`src/rtl/alu_control_md_if.sv`:
```
// Bus between main control and the ALU control / multiply-divide sequencer.
// Main control holds the master side; the decoder holds the slave side.
interface alu_control_md_if;
  logic [1:0] ALUOpValue;
  logic [5:0] funct;
  logic       instrValid;
  logic [3:0] ALUControlVal;
  logic       mdStart;
  logic [1:0] mdOp;
  logic       stall;
  logic       hiloWrite;
  logic [1:0] hiloRead;

  modport master (
    output ALUOpValue, funct, instrValid,
    input  ALUControlVal, mdStart, mdOp, stall, hiloWrite, hiloRead
  );

  modport slave (
    input  ALUOpValue, funct, instrValid,
    output ALUControlVal, mdStart, mdOp, stall, hiloWrite, hiloRead
  );
endinterface

```
`src/rtl/alu_control_md.sv`:
```
// ALU control decoder with a sequencer for multi-cycle mult/multu/div/divu
// that starts the HI/LO unit, stalls the pipeline and strobes the HI/LO write.
module alu_control_md #(
  parameter int MUL_LATENCY = 4,
  parameter int DIV_LATENCY = 16,
  parameter int CNT_WIDTH   = 5,
  parameter int ENABLE_MD   = 1
) (
  input logic clk,
  input logic reset,
  alu_control_md_if.slave bus
);

  localparam bit                   mdEnabled = (ENABLE_MD != 0);
  localparam logic [CNT_WIDTH-1:0] mulCount  = CNT_WIDTH'(MUL_LATENCY - 1);
  localparam logic [CNT_WIDTH-1:0] divCount  = CNT_WIDTH'(DIV_LATENCY - 1);

  typedef enum logic {IDLE, BUSY} stateType;

  stateType             state, nextState;
  logic [CNT_WIDTH-1:0] count, nextCount;
  logic [1:0]           mdOpReg, nextMdOp;
  logic                 postReset;
  logic                 isMD, isHiloFunct, isMdFunct;
  logic                 startC, stallC, writeC;
  logic [3:0]           aluCtrl;
  logic [1:0]           hiloRd;

  assign isMdFunct   = (bus.funct[5:2] == 4'b0110);
  assign isHiloFunct = (bus.funct == 6'b010000) || (bus.funct == 6'b010010);
  assign isMD        = mdEnabled && bus.instrValid && (bus.ALUOpValue == 2'b10) && isMdFunct;

  // Single-cycle decode, independent of the sequencer state.
  always_comb begin
    aluCtrl = 4'b0111;
    case (bus.ALUOpValue)
      2'b00: aluCtrl = 4'b0010;
      2'b01: aluCtrl = 4'b0110;
      2'b11: aluCtrl = 4'b1111;
      default: begin
        case (bus.funct)
          6'b100000: aluCtrl = 4'b0010;
          6'b100010: aluCtrl = 4'b0110;
          6'b100100: aluCtrl = 4'b0000;
          6'b100101: aluCtrl = 4'b0001;
          6'b000000: aluCtrl = 4'b0011;
          6'b100111: aluCtrl = 4'b1100;
          6'b101010: aluCtrl = 4'b0111;
          default:   aluCtrl = (mdEnabled && (isMdFunct || isHiloFunct)) ? 4'b1110 : 4'b0111;
        endcase
      end
    endcase
  end

  always_comb begin
    hiloRd = 2'b00;
    if (mdEnabled && bus.instrValid && (bus.ALUOpValue == 2'b10)) begin
      if (bus.funct == 6'b010000)      hiloRd = 2'b01;
      else if (bus.funct == 6'b010010) hiloRd = 2'b10;
    end
  end

  // Issue is suppressed in the cycle after reset so the strobes stay quiet
  // for two cycles; reset also masks every strobe in its own cycle.
  always_comb begin
    nextState = state;
    nextCount = count;
    nextMdOp  = mdOpReg;
    startC    = 1'b0;
    stallC    = 1'b0;
    writeC    = 1'b0;
    case (state)
      IDLE: begin
        if (isMD && !postReset) begin
          startC    = 1'b1;
          stallC    = 1'b1;
          nextState = BUSY;
          nextMdOp  = bus.funct[1:0];
          nextCount = bus.funct[1] ? divCount : mulCount;
        end
      end
      BUSY: begin
        if (count != '0) begin
          stallC    = 1'b1;
          nextCount = count - CNT_WIDTH'(1);
        end else begin
          writeC    = 1'b1;
          nextState = IDLE;
        end
      end
      default: nextState = IDLE;
    endcase
    if (reset) begin
      startC = 1'b0;
      stallC = 1'b0;
      writeC = 1'b0;
    end
  end

  always_ff @(posedge clk) begin
    if (reset) begin
      state     <= IDLE;
      count     <= '0;
      mdOpReg   <= 2'b00;
      postReset <= 1'b1;
    end else begin
      state     <= nextState;
      count     <= nextCount;
      mdOpReg   <= nextMdOp;
      postReset <= 1'b0;
    end
  end

  assign bus.ALUControlVal = aluCtrl;
  assign bus.hiloRead      = hiloRd;
  assign bus.mdStart       = startC;
  assign bus.stall         = stallC;
  assign bus.hiloWrite     = writeC;
  assign bus.mdOp          = mdOpReg;

endmodule

```
`src/flat_wrapper.sv`:
```
// flat-port wrapper written by rule: the top's interface ports become plain ports
module alu_control_md_flat 
#(
  parameter int MUL_LATENCY = 4,
  parameter int DIV_LATENCY = 16,
  parameter int CNT_WIDTH   = 5,
  parameter int ENABLE_MD   = 1
)
  (clk, reset, bus_ALUOpValue, bus_funct, bus_instrValid, bus_ALUControlVal, bus_mdStart, bus_mdOp, bus_stall, bus_hiloWrite, bus_hiloRead);
  alu_control_md_if bus_i ();
  input logic clk;
  input logic reset;
  input wire logic [$bits(bus_i.ALUOpValue)-1:0] bus_ALUOpValue;
  input wire logic [$bits(bus_i.funct)-1:0] bus_funct;
  input wire logic [$bits(bus_i.instrValid)-1:0] bus_instrValid;
  output wire logic [$bits(bus_i.ALUControlVal)-1:0] bus_ALUControlVal;
  output wire logic [$bits(bus_i.mdStart)-1:0] bus_mdStart;
  output wire logic [$bits(bus_i.mdOp)-1:0] bus_mdOp;
  output wire logic [$bits(bus_i.stall)-1:0] bus_stall;
  output wire logic [$bits(bus_i.hiloWrite)-1:0] bus_hiloWrite;
  output wire logic [$bits(bus_i.hiloRead)-1:0] bus_hiloRead;
  assign bus_i.ALUOpValue = bus_ALUOpValue;
  assign bus_i.funct = bus_funct;
  assign bus_i.instrValid = bus_instrValid;
  assign bus_ALUControlVal = bus_i.ALUControlVal;
  assign bus_mdStart = bus_i.mdStart;
  assign bus_mdOp = bus_i.mdOp;
  assign bus_stall = bus_i.stall;
  assign bus_hiloWrite = bus_i.hiloWrite;
  assign bus_hiloRead = bus_i.hiloRead;
  alu_control_md #(.MUL_LATENCY(MUL_LATENCY), .DIV_LATENCY(DIV_LATENCY), .CNT_WIDTH(CNT_WIDTH), .ENABLE_MD(ENABLE_MD)) u_core (.clk(clk), .reset(reset), .bus(bus_i));
endmodule
```
`config.mk`:
```
export PLATFORM = sky130hd
export DESIGN_NAME = alu_control_md_flat
export DESIGN_NICKNAME = d
export VERILOG_FILES = /design/src/rtl/alu_control_md_if.sv /design/src/rtl/alu_control_md.sv /design/src/flat_wrapper.sv
export SDC_FILE = /design/constraint.sdc
export NUM_CORES = 1
export LEC_CHECK = 0
export ABC_CLOCK_PERIOD_IN_PS = 2900
export BUFFER_PORTS_ARGS = -buffer_cell sky130_fd_sc_hd__buf_2
export CAP_MARGIN = 20
export CORE_MARGIN = 1.5
export CORE_UTILIZATION = 45
export DETAILED_ROUTE_END_ITERATION = 8
export GPL_TIMING_DRIVEN = 1
export PLACE_DENSITY = 0.72
export SLEW_MARGIN = 5
export SYNTH_ARGS = -nofsm -noshare
export SYNTH_HDL_FRONTEND = slang
export SYNTH_SLANG_ARGS = --single-unit
```
`constraint.sdc`:
```
create_clock -name clk -period 2.9 [get_ports clk]
set_input_delay 0.29 -clock clk [delete_from_list [all_inputs] [get_ports clk]]
set_output_delay 0.29 -clock clk [all_outputs]
set_load 0.1 [all_outputs]
```
== Word-level counts from Yosys, hierarchy flattened ==
Index checks and enable logic that the tools add are counted.

* Add/subtract/negate cells: 1
* Equal/unequal tests: 14
* Multiplexer cells: 20
* Bitwise operators: 1
* Reduce and logical (&&, ||, !) cells: 11

{| class="wikitable"
|+ Operators with widths
! cell !! number
|-
| equality test 6 bit, second input constant || 6
|-
| one-hot mux 4 bit (7 select lines) || 1
|-
| equality test 6 x 5 -> 1 bit, second input constant || 2
|-
| one-hot mux 4 bit (3 select lines) || 1
|-
| two-way mux 5 bit || 2
|-
| one-hot mux 5 bit (2 select lines) || 1
|-
| two-way mux 1 bit || 9
|-
| two-way mux 4 bit || 2
|-
| zero test 6 bit || 1
|-
| two-way mux 2 bit || 3
|-
| nonzero test 5 bit || 1
|-
| subtractor 5 x 1 -> 5 bit, second input constant || 1
|-
| equality test 2 bit, second input constant || 2
|-
| equality test 4 x 3 -> 1 bit, second input constant || 1
|-
| AND reduction 2 bit || 2
|-
| logical AND 1 bit || 3
|-
| equality test 2 x 1 -> 1 bit, second input constant || 1
|-
| zero test 2 bit || 1
|-
| logical OR 1 bit || 2
|-
| inequality test 2 x 1 -> 1 bit, second input constant || 1
|-
| inequality test 2 bit, second input constant || 1
|-
| one-hot mux 1 bit (2 select lines) || 1
|-
| zero test 1 bit || 1
|-
| NOT 1 bit || 1
|}

* Bits in registers: 9
* Input port bits: 11
* Logic and storage cells: 51

== Depth between registers and ports, before layout ==
Gate-level depths: netlist (run 1).

* Depth in word-level cells: 7
* Gate-level depth with buffers: 6

== Worst setup path after synthesis (run 1) ==
Ideal clock, no wire load.

* Kind: input port to output port
* Start point: in bus_ALUOpValue[0]
* End point: out bus_hiloRead[0]
* Data arrival time: 3.470 ns
* Required time: 2.610 ns
* Setup slack: -0.860 ns
* Stages on the path: 3
* Path buffers: 0
* Cells stage by stage: and2b_2 nand3_1 nor4_1

* Word-level cells in the longest chain between the ends: 3

{| class="wikitable"
|+ RTL lines
! what !! line !! text
|-
| start: declaration || flat_wrapper.sv:13 || <nowiki>input wire logic [$bits(bus_i.ALUOpValue)-1:0] bus_ALUOpValue;</nowiki>
|-
| equality test 2 bit || alu_control_md.sv:57 || <nowiki>if (mdEnabled && bus.instrValid && (bus.ALUOpValue == 2'b10)) begin</nowiki>
|-
| logical AND 1 bit || alu_control_md.sv:57 ||
|-
| two-way mux 2 bit || alu_control_md.sv:57 ||
|-
| end: declaration || flat_wrapper.sv:21 || <nowiki>output wire logic [$bits(bus_i.hiloRead)-1:0] bus_hiloRead;</nowiki>
|}

Every way passes these cells.

== Final worst setup path (run 1) ==
* Start point: reg u_core.count[0]
* End point: out bus_stall

* Word-level cells in the longest chain between the ends: 4

{| class="wikitable"
|+ RTL lines
! what !! line !! text
|-
| start: declaration || alu_control_md.sv:21 || <nowiki>logic [CNT_WIDTH-1:0] count, nextCount;</nowiki>
|-
| start signal: assignment || alu_control_md.sv:108 || <nowiki>count <= nextCount;</nowiki>
|-
| nonzero test 5 bit || alu_control_md.sv:83 || <nowiki>if (count != '0) begin</nowiki>
|-
| two-way mux 1 bit || alu_control_md.sv:83 ||
|-
| one-hot mux 1 bit (2 select lines) || alu_control_md.sv:72 || <nowiki>case (state)</nowiki>
|-
| two-way mux 1 bit || alu_control_md.sv:93 || <nowiki>if (reset) begin</nowiki>
|-
| end: declaration || flat_wrapper.sv:19 || <nowiki>output wire logic [$bits(bus_i.stall)-1:0] bus_stall;</nowiki>
|}

Every way passes these cells.

==> flow_summary.rst, run 1 <==
.. list-table::
   :header-rows: 1

   * - Metric
     - Value
   * - List of cells traversed by the critical path
     - inv_1 -> ha_1 -> nor2b_2 -> a21boi_2 -> nor2_1 -> nor2_1 -> buf_2
   * - Maximum fanout encountered on the critical timing path
     - 5
   * - GRT met1 Usage
     - between 20% and 30%
   * - Clock period minus worst slack
     - approximately 2.3 ns
   * - Area delta synth->final
     - 23.7%
   * - Number of nets in the layout
     - ~110
   * - Cell seen most often among critical-path stages
     - nor2_1
   * - Source-to-sink clock delay at the later pin of the worst-skew pair
     - ~0.26 ns
   * - Post-layout total power
     - roughly 280 µW
   * - RSZ-0062 raised after global routing
     - false
   * - Total CTS buffers
     - 3
   * - Crit path required time
     - roughly 2.6 ns
   * - Worst r2r dst
     - u_core.count[2]$_SDFFE_PP0P_
   * - Fraction of synthesized cell area taken by the top area cell type
     - between 30% and 40%
   * - FP Rows
     - 12
   * - Sequential group share of total power
     - between 40% and 50%
   * - Most frequent standard cell in the layout excluding fill and tap cells
     - buf_2
   * - Average wire per standard cell
     - roughly 12 µm
   * - Warning count from the yosys run
     - 0
   * - IO Count
     - 22
   * - Worst hold stages
     - 1
   * - Clock sink count
     - 9
   * - Starting DRT DRC Count
     - 16
   * - Cell family with most CP delay
     - buffers and inverters
   * - Max Cap Violations
     - 0
   * - Total number of vias
     - 605
   * - Proportion of power drawn by the clock network
     - about a third
   * - Status
     - finished clean
   * - Clock-pin slew on the worst setup and hold paths
     - 0.06 ns
   * - Largest cells by area after synthesis
     - dfxtp_1 (30%), a21oi_1 (4.2%), nand3_1 (3.4%)
   * - Sw Ratio
     - between 30% and 40%
   * - Critical path buffers and inverters
     - 2
   * - Design internal power
     - between 150 and 200 µW
   * - Worst Path Arrival
     - between 1.5 and 2 ns
   * - Core region area
     - 1170 µm²
   * - GRT overflow
     - 0
   * - Final period util
     - 78.3%
   * - Source of the worst register-to-register timing path
     - u_core.count[0]$_SDFFE_PP0P_
   * - Library cell occupying the most area in the post-synthesis netlist
     - dfxtp_1
   * - Post-route design area
     - 738 µm²
   * - Synthesis-stage register bit count
     - 9
   * - Post-route DRC
     - 0
   * - Worst R2R Setup Slack
     - ~1.5 ns
   * - Worst setup EP type
     - output pin
   * - Endpoint, Worst Hold
     - u_core.postReset$_DFF_P_
   * - Wire length of the first global-routing pass
     - around 2100 µm
   * - Remaining antenna violation count
     - 0
   * - Half-perimeter wire length after detailed placement
     - approximately 1000 µm
   * - Fraction of final layout cells with drive strength greater than 1
     - 35.8%
   * - CTS Buffer Depth
     - 2
   * - Cell chosen for the clock root
     - clkbuf_4
   * - Most used cells in the layout excluding fill and tap cells
     - buf_2 (21), dfxtp_1 (9), nor2_1 (5), a21oi_1 (5)
   * - Standby leakage power
     - a little over 0.3 nW
   * - Sequential area share after synthesis
     - between 30% and 40%
   * - WL final
     - roughly 1300 µm
   * - Count of buffers from port buffering
     - 21
   * - Type of the worst min-delay path
     - input pin to register
   * - Power density of the placed cells
     - about 380 nW/µm²
   * - Slew at the pin closest to its max-slew limit
     - 0.485 ns
   * - Setup tns final
     - 0 ns
   * - Initial antenna violation count
     - 0
   * - Slowest CP cell
     - buf_2
   * - Total count of hold-check failures in the final report
     - 0
   * - Slack of the critical path
     - about 0.63 ns
   * - Worst setup timing slack at the placement stage
     - about 0.90 ns
   * - Die outline area
     - between 1500 and 2000 µm²
   * - Path depth of the worst reg2reg path
     - 6
   * - Netlist area before placement
     - ~600 µm²
   * - Post-Route Hold Slack
     - 0.276 ns
   * - Largest net degree at the start of global routing
     - 12
   * - Routability Congestion
     - slightly above 0.8
   * - Number of pins with negative max-slew slack in the final report
     - 0
   * - Post-Synthesis Mean Instance Area
     - 8.29 µm²
   * - Resized Gates After CTS
     - 0
   * - Routed via count divided by cell count
     - 5.55
   * - Area of placed instances
     - 712 µm²
   * - Htree depth
     - 1
   * - Critical hold path startpoint
     - reset
   * - Kind of critical path
     - register to output pin
   * - Switching power of the nets
     - 85.3 µW
   * - Setup Viol. Count Final
     - 0
   * - Cell count after synthesis
     - between 70 and 80
   * - Share of total power in combinational logic
     - 21.1%
   * - Die Span X
     - 39.4 µm
   * - Global-route usage over all layers
     - between 20% and 30%
   * - Worst Skew
     - around 0.0004 ns
   * - Starting density of the core
     - 51.0%
   * - M3 GR Usage
     - about 10%
   * - Worst slew margin
     - between 60% and 70%
   * - Number of different library cells in the post-synthesis netlist
     - 37
   * - Post-Synthesis Net Count
     - 84
   * - Count of antenna diodes in the layout
     - 0
   * - Busiest grt layer
     - met1
   * - Met2 usage
     - a little over a quarter
   * - Worst setup SP type
     - register
   * - Fmax
     - between 400 and 500 MHz
   * - Post CTS Setup Buffer Count
     - 0
   * - Hold buffer count at cts
     - 0
   * - CTS tree
     - yes
   * - Number of global-route vias before repair
     - 472
   * - Peak supply drop
     - about 0.33 mV
   * - Stage delay of the slowest cell on the critical path
     - about 0.44 ns
   * - DRT Pass-1 Iters
     - 4
   * - Die Ht
     - a little under 40 µm
## area by class of cell
| type | instances | area [µm²] |
|---|---|---|
| inverter | 3 | 11.3 |
| multi-input combinational | 58 | 398 |
| sequential | 9 | 180 |
| timing repair buffer | 21 | 105 |
| fill | 99 | 433 |
| clock buffer | 4 | 26.3 |
| tap | 14 | 17.5 |
## through the flow
stage          instances  utilization [%]
2_1_floorplan         72                -
3_3_place_gp         105             60.8
3_5_place_dp         105             60.8
4_1_cts              109             63.0
5_1_grt              109             63.0
6_report             109             63.0
## layer usage
metal,up-vias,share of wire [%]
met2,13,42
met1,275,53
met4,0,0
met5,-,0
li1,317,-
met3,0,5.5
## worst register-to-register path: stages (launching register included)
cell      delay [ns]
dfxtp_1         0.34
inv_1           0.06
ha_1            0.23
nor2b_2         0.18
a21boi_2        0.26
o21ai_0         0.12
a21oi_1         0.15
## cell families after synthesis
family,count (synthesis),synth area share [%]
simple gates,38,40.7
fa+ha+maj,1,2.10
flops,9,30.2
buf+inv,5,3.98
compound gates,19,23.1
## power by group through the flow
| stage | clock [mW] | sequential, mW | combinational [mW] |
|---|---|---|---|
| 4_1_cts | 0.100 | 0.125 | 0.0590 |
| 5_1_grt | 0.105 | 0.125 | 0.0630 |
| 3_3_place_gp | 0 | 0.128 | 0.0584 |
| 2_1_floorplan | 0 | 0.128 | 0.0419 |
| 3_5_place_dp | 0 | 0.128 | 0.0588 |
| 6_report | 0.0956 | 0.125 | 0.0591 |
## state kept, by name, indices dropped and copies added (netlist names)
name and cells:
u_core.count 5, u_core.state 1, u_core.bus.mdOp 2, u_core.postReset 1
## worst max-delay path by stage
stage,slack (ns),end,start,cells past startpoint
4_1_cts,0.61,bus_stall,u_core.count[0]$_SDFFE_PP0P_,7
3_5_place_dp,0.90,bus_stall,u_core.count[0]$_SDFFE_PP0P_,7
3_3_place_gp,0.93,bus_ALUControlVal[0],bus_funct[1],5
2_1_floorplan,-0.86,bus_hiloRead[0],bus_ALUOpValue[0],3
6_report,0.63,bus_stall,u_core.count[0]$_SDFFE_PP0P_,7
5_1_grt,0.48,bus_stall,u_core.count[0]$_SDFFE_PP0P_,7
## synthesized netlist by cell type
cell	instances
nor4b_2	1
o2111ai_1	1
nor4_1	2
buf_4	1
nand3_1	4
o41ai_1	1
a211oi_1	2
o31a_1	2
nor2b_2	1
nor2b_1	1
inv_1	3
dfxtp_1	9
and4b_1	1
ha_1	1
a21oi_1	5
o21ai_0	3
nor3b_1	2
a31oi_1	1
nand4_1	1
nand3b_1	1
buf_2	1
and4_4	1
and2b_1	1
nor2_1	5
nor3_1	3
a211oi_2	1
a21boi_2	1
or3_1	2
and2_1	2
or2_2	1
nand2_1	4
and2b_2	2
a21o_1	1
nor3_2	1
and4_1	1
a311o_1	1
nand2b_1	1
Note: power is estimated with default switching activity, not from simulation.
==> inputs of run 2 (changes only) <==
--- a/config.mk
+++ b/config.mk
@@ -5,7 +5,7 @@
 export SDC_FILE = /design/constraint.sdc
 export NUM_CORES = 1
 export LEC_CHECK = 0
-export ABC_CLOCK_PERIOD_IN_PS = 2900
+export ABC_CLOCK_PERIOD_IN_PS = 2200
 export BUFFER_PORTS_ARGS = -buffer_cell sky130_fd_sc_hd__buf_2
 export CAP_MARGIN = 20
 export CORE_MARGIN = 1.5
==> constraint.sdc (replaced) <==
create_clock -name clk -period 2.2 [get_ports clk]
set_input_delay 0.22 -clock clk [delete_from_list [all_inputs] [get_ports clk]]
set_output_delay 0.22 -clock clk [all_outputs]
set_load 0.1 [all_outputs]
==> flow_summary.rst, run 2 (same netlist as run 1, synthesis figures left out) <==
.. list-table::
   :header-rows: 1

   * - Metric
     - Value
   * - Count of buffers from port buffering
     - 21 (unchanged)
   * - Slowest CP cell
     - dfxtp_1 (was buf_2)
   * - Cell chosen for the clock root
     - clkbuf_4 (unchanged)
   * - CTS Buffer Depth
     - 2 (unchanged)
   * - Maximum fanout encountered on the critical timing path
     - 5 (unchanged)
   * - Routed via count divided by cell count
     - 5.77 (was 5.55)
   * - Total CTS buffers
     - 3 (unchanged)
   * - Area of placed instances
     - 753 µm² (was 712 µm²)
   * - Stage delay of the slowest cell on the critical path
     - 0.34 ns (was 0.44 ns)
   * - Logic depth of the worst setup path including buffers
     - 7 (unchanged)
   * - Critical path buffers and inverters
     - 2 (unchanged)
   * - Routability Congestion
     - 0.813 (was 0.829)
   * - Most frequent standard cell in the layout excluding fill and tap cells
     - buf_2 (unchanged)
   * - Average wire per standard cell
     - 13.2 µm (was 11.9 µm)
   * - Worst R2R Setup Slack
     - 0.75 ns (was 1.50 ns)
   * - Wire length of the first global-routing pass
     - 2570 µm (was 2080 µm)
   * - Number of filler cells placed in the layout
     - 103 (was 99)
   * - Largest net degree at the start of global routing
     - 12 (unchanged)
   * - Proportion of power drawn by the clock network
     - 33.8% (was 34.2%)
   * - Number of nets in the layout
     - 110 (was 108)
   * - WL final
     - 1460 µm (was 1300 µm)
   * - Remaining antenna violation count
     - 0 (unchanged)
   * - Number of global-route vias before repair
     - 567 (was 472)
   * - Status
     - finished clean (unchanged)
   * - Post-Route Hold Slack
     - 0.216 ns (was 0.276 ns)
   * - FP Rows
     - 12 (unchanged)
   * - IO Count
     - 22 (unchanged)
   * - Worst setup EP type
     - output pin (unchanged)
   * - Share of total power in combinational logic
     - 22.1% (was 21.1%)
   * - Busiest grt layer
     - met2 (was met1)
   * - Crit path required time
     - 1.98 ns (was 2.61 ns)
   * - CTS tree
     - yes (unchanged)
   * - Sw Ratio
     - 31.0% (was 30.5%)
   * - GRT overflow
     - 0 (unchanged)
   * - Htree depth
     - 1 (unchanged)
   * - Starting density of the core
     - 51.0% (unchanged)
   * - Sequential group share of total power
     - 44.1% (was 44.7%)
   * - Die outline area
     - 1550 µm² (unchanged)
   * - Most used cells in the layout excluding fill and tap cells
     - buf_2 (20), dfxtp_1 (9), a21oi_1 (5) (was buf_2 (21), dfxtp_1 (9), nor2_1 (5), a21oi_1 (5))
   * - Worst Skew
     - 0.00699 ns (was 0.000405 ns)
   * - Clock period minus worst slack
     - 2.04 ns
   * - Initial antenna violation count
     - 0 (unchanged)
   * - Total count of hold-check failures in the final report
     - 0 (unchanged)
   * - Setup Viol. Count Final
     - 0 (unchanged)
   * - Worst Path Arrival
     - 1.82 ns (was 1.98 ns)
   * - Source-to-sink clock delay at the later pin of the worst-skew pair
     - 0.26 ns (about the same)
   * - Post-Route Utilization
     - 67.1% (was 63.0%)
   * - Starting DRT DRC Count
     - 8 (was 16)
   * - Core region area
     - 1170 µm² (unchanged)
   * - Clock sink count
     - 9 (unchanged)
   * - Count of antenna diodes in the layout
     - 0 (unchanged)
   * - Fraction of final layout cells with drive strength greater than 1
     - 41.2% (was 35.8%)
   * - Die Span X
     - 39.4 µm (unchanged)
   * - Total number of vias
     - 640 (was 605)
   * - Power density of the placed cells
     - 476 nW/µm² (was 379 nW/µm²)
   * - Number of pins with negative max-slew slack in the final report
     - 0 (unchanged)
   * - RSZ-0062 raised after global routing
     - false (unchanged)
   * - M3 GR Usage
     - 10.2% (unchanged)
   * - Max reg flops
     - 5 (unchanged)
   * - GRT met1 Usage
     - 31.6% (was 28.2%)
   * - Design internal power
     - 258 µW (was 195 µW)
   * - Die Ht
     - 39.4 µm (unchanged)
   * - Max Cap Violations
     - 0 (unchanged)
   * - Switching power of the nets
     - 116 µW (was 85.3 µW)
   * - Startpoint of the most critical setup path
     - u_core.count[0]$_SDFFE_PP0P_ (unchanged)
   * - Final period util
     - between 90% and 100%
   * - Register containing the most flip-flops in the final layout
     - u_core.count (unchanged)
   * - Worst setup SP type
     - register (unchanged)
   * - Total area of sequential cells
     - 180 µm² (unchanged)
   * - Source of the worst register-to-register timing path
     - u_core.count[0]$_SDFFE_PP0P_ (unchanged)
   * - Slew at the pin closest to its max-slew limit
     - 0.488 ns (was 0.485 ns)
   * - Area delta synth->final
     - 31.7% (was 23.7%)
   * - Cell family with most CP delay
     - simple AND/OR/NAND/NOR gates (was buffers and inverters)
   * - DRT Pass-1 Iters
     - 4 (unchanged)
   * - Clock-pin slew on the worst setup and hold paths
     - 0.06 ns (about the same)
   * - Half-perimeter wire length after detailed placement
     - 1140 µm (was 1000 µm)
   * - Hold buffer count at cts
     - 0 (unchanged)
   * - Worst slew margin
     - 67.7% (was 67.9%)
   * - Area of the multi-input gates
     - 424 µm² (was 398 µm²)
   * - Post-route design area
     - 786 µm² (was 738 µm²)
   * - Post-route DRC
     - 0 (unchanged)
   * - Worst setup path endpoint
     - bus_stall (unchanged)
   * - Worst r2r dst
     - u_core.count[1]$_SDFFE_PP0P_ (was u_core.count[2]$_SDFFE_PP0P_)
   * - Peak supply drop
     - 0.309 mV (was 0.332 mV)
   * - Fmax
     - between 400 and 500 MHz
   * - Global-route usage over all layers
     - 24.8% (was 20.2%)
   * - Path depth of the worst reg2reg path
     - 6 (unchanged)
   * - Kind of critical path
     - register to output pin (unchanged)
   * - Type of the worst min-delay path
     - input pin to register (unchanged)
   * - List of cells traversed by the critical path
     - inv_1 -> ha_1 -> nor2b_2 -> a21boi_2 -> nor2_1 -> nor2_2 -> buf_6 (was inv_1 -> ha_1 -> nor2b_2 -> a21boi_2 -> nor2_1 -> nor2_1 -> buf_2)
   * - Standby leakage power
     - 0.315 nW (was 0.302 nW)
   * - Met2 usage
     - 39.8% (was 26.6%)
[run 2: cell types whose count changed in the layout (fill, tap and decap cells not counted)]
cell	delta
nor4_2	+1
buf_2	-1
nor4_4	+1
nor2_1	-2
nor4_1	-2
buf_4	+2
buf_6	+1
nor2_2	+2
[run 2: cell type report]
| type | instances | area share, % |
|---|---|---|
| clock buffers | 4 | 3.34 |
| inverters | 3 | 1.43 |
| multi-input cells | 58 | 54.0 |
| flip-flops and latches | 9 | 22.9 |
| well taps | 14 | 2.23 |
| repair buffers | 23 | 16.1 |
[run 2: per-stage QoR]
| stage | total power [mW] | setup TNS (ns) | std cells | worst slack [ns] |
|---|---|---|---|---|
| final | 0.374 | 0 | 111 | 0.155 |
| after floorplan | 0.227 | -0.353 | 72 | -0.329 |
| after global routing | 0.391 | 0 | 111 | 0.0131 |
| after CTS | 0.377 | 0 | 111 | 0.0988 |
| after global placement | 0.251 | 0 | 107 | 0.350 |
| after detailed placement | 0.251 | 0 | 107 | 0.269 |
[run 2: per-layer routing]
| metal | wire length, µm | vias up | part of all wire (%) |
|---|---|---|---|
| li1 | - | 324 | - |
| met1 | 685 | 290 | 47 |
| met3 | 87 | 2 | 5.9 |
| met4 | 3 | 0 | 0.20 |
| met2 | 687 | 24 | 47 |
| met5 | 0 | - | 0 |
[run 2: power by group through the flow]
stage | clock network [mW] | logic (mW) | registers (mW)
finish | 0.126 | 0.0828 | 0.165
global route | 0.137 | 0.0888 | 0.165
CTS | 0.130 | 0.0825 | 0.165
detailed placement | 0 | 0.0823 | 0.169
global placement | 0 | 0.0821 | 0.169
floorplan | 0 | 0.0574 | 0.169
[run 2: worst register-to-register path: stages (launching register included)]
cell      delay, ns
dfxtp_1        0.34
inv_1          0.07
ha_1           0.24
nor2b_2        0.18
a21boi_2       0.26
nor3_2         0.08
a211oi_2       0.20
[run 2: how the worst min path moves through the flow]
stage	start	to	slack [ns]	depth (start not counted)
5_1_grt	reset	u_core.postReset$_DFF_P_	0.22	1
6_report	reset	u_core.postReset$_DFF_P_	0.22	1
4_1_cts	reset	u_core.postReset$_DFF_P_	0.21	1
2_1_floorplan	reset	u_core.postReset$_DFF_P_	0.25	0
3_5_place_dp	u_core.bus.mdOp[1]$_SDFFE_PP0P_	u_core.bus.mdOp[1]$_SDFFE_PP0P_	0.45	2
3_3_place_gp	u_core.bus.mdOp[1]$_SDFFE_PP0P_	u_core.bus.mdOp[1]$_SDFFE_PP0P_	0.44	2
[run 2: repair_timing]
item,CTS,global route
setup endpoints to repair,1,1
cloned,0,0
resized for setup,1,1
setup buffers,0,0
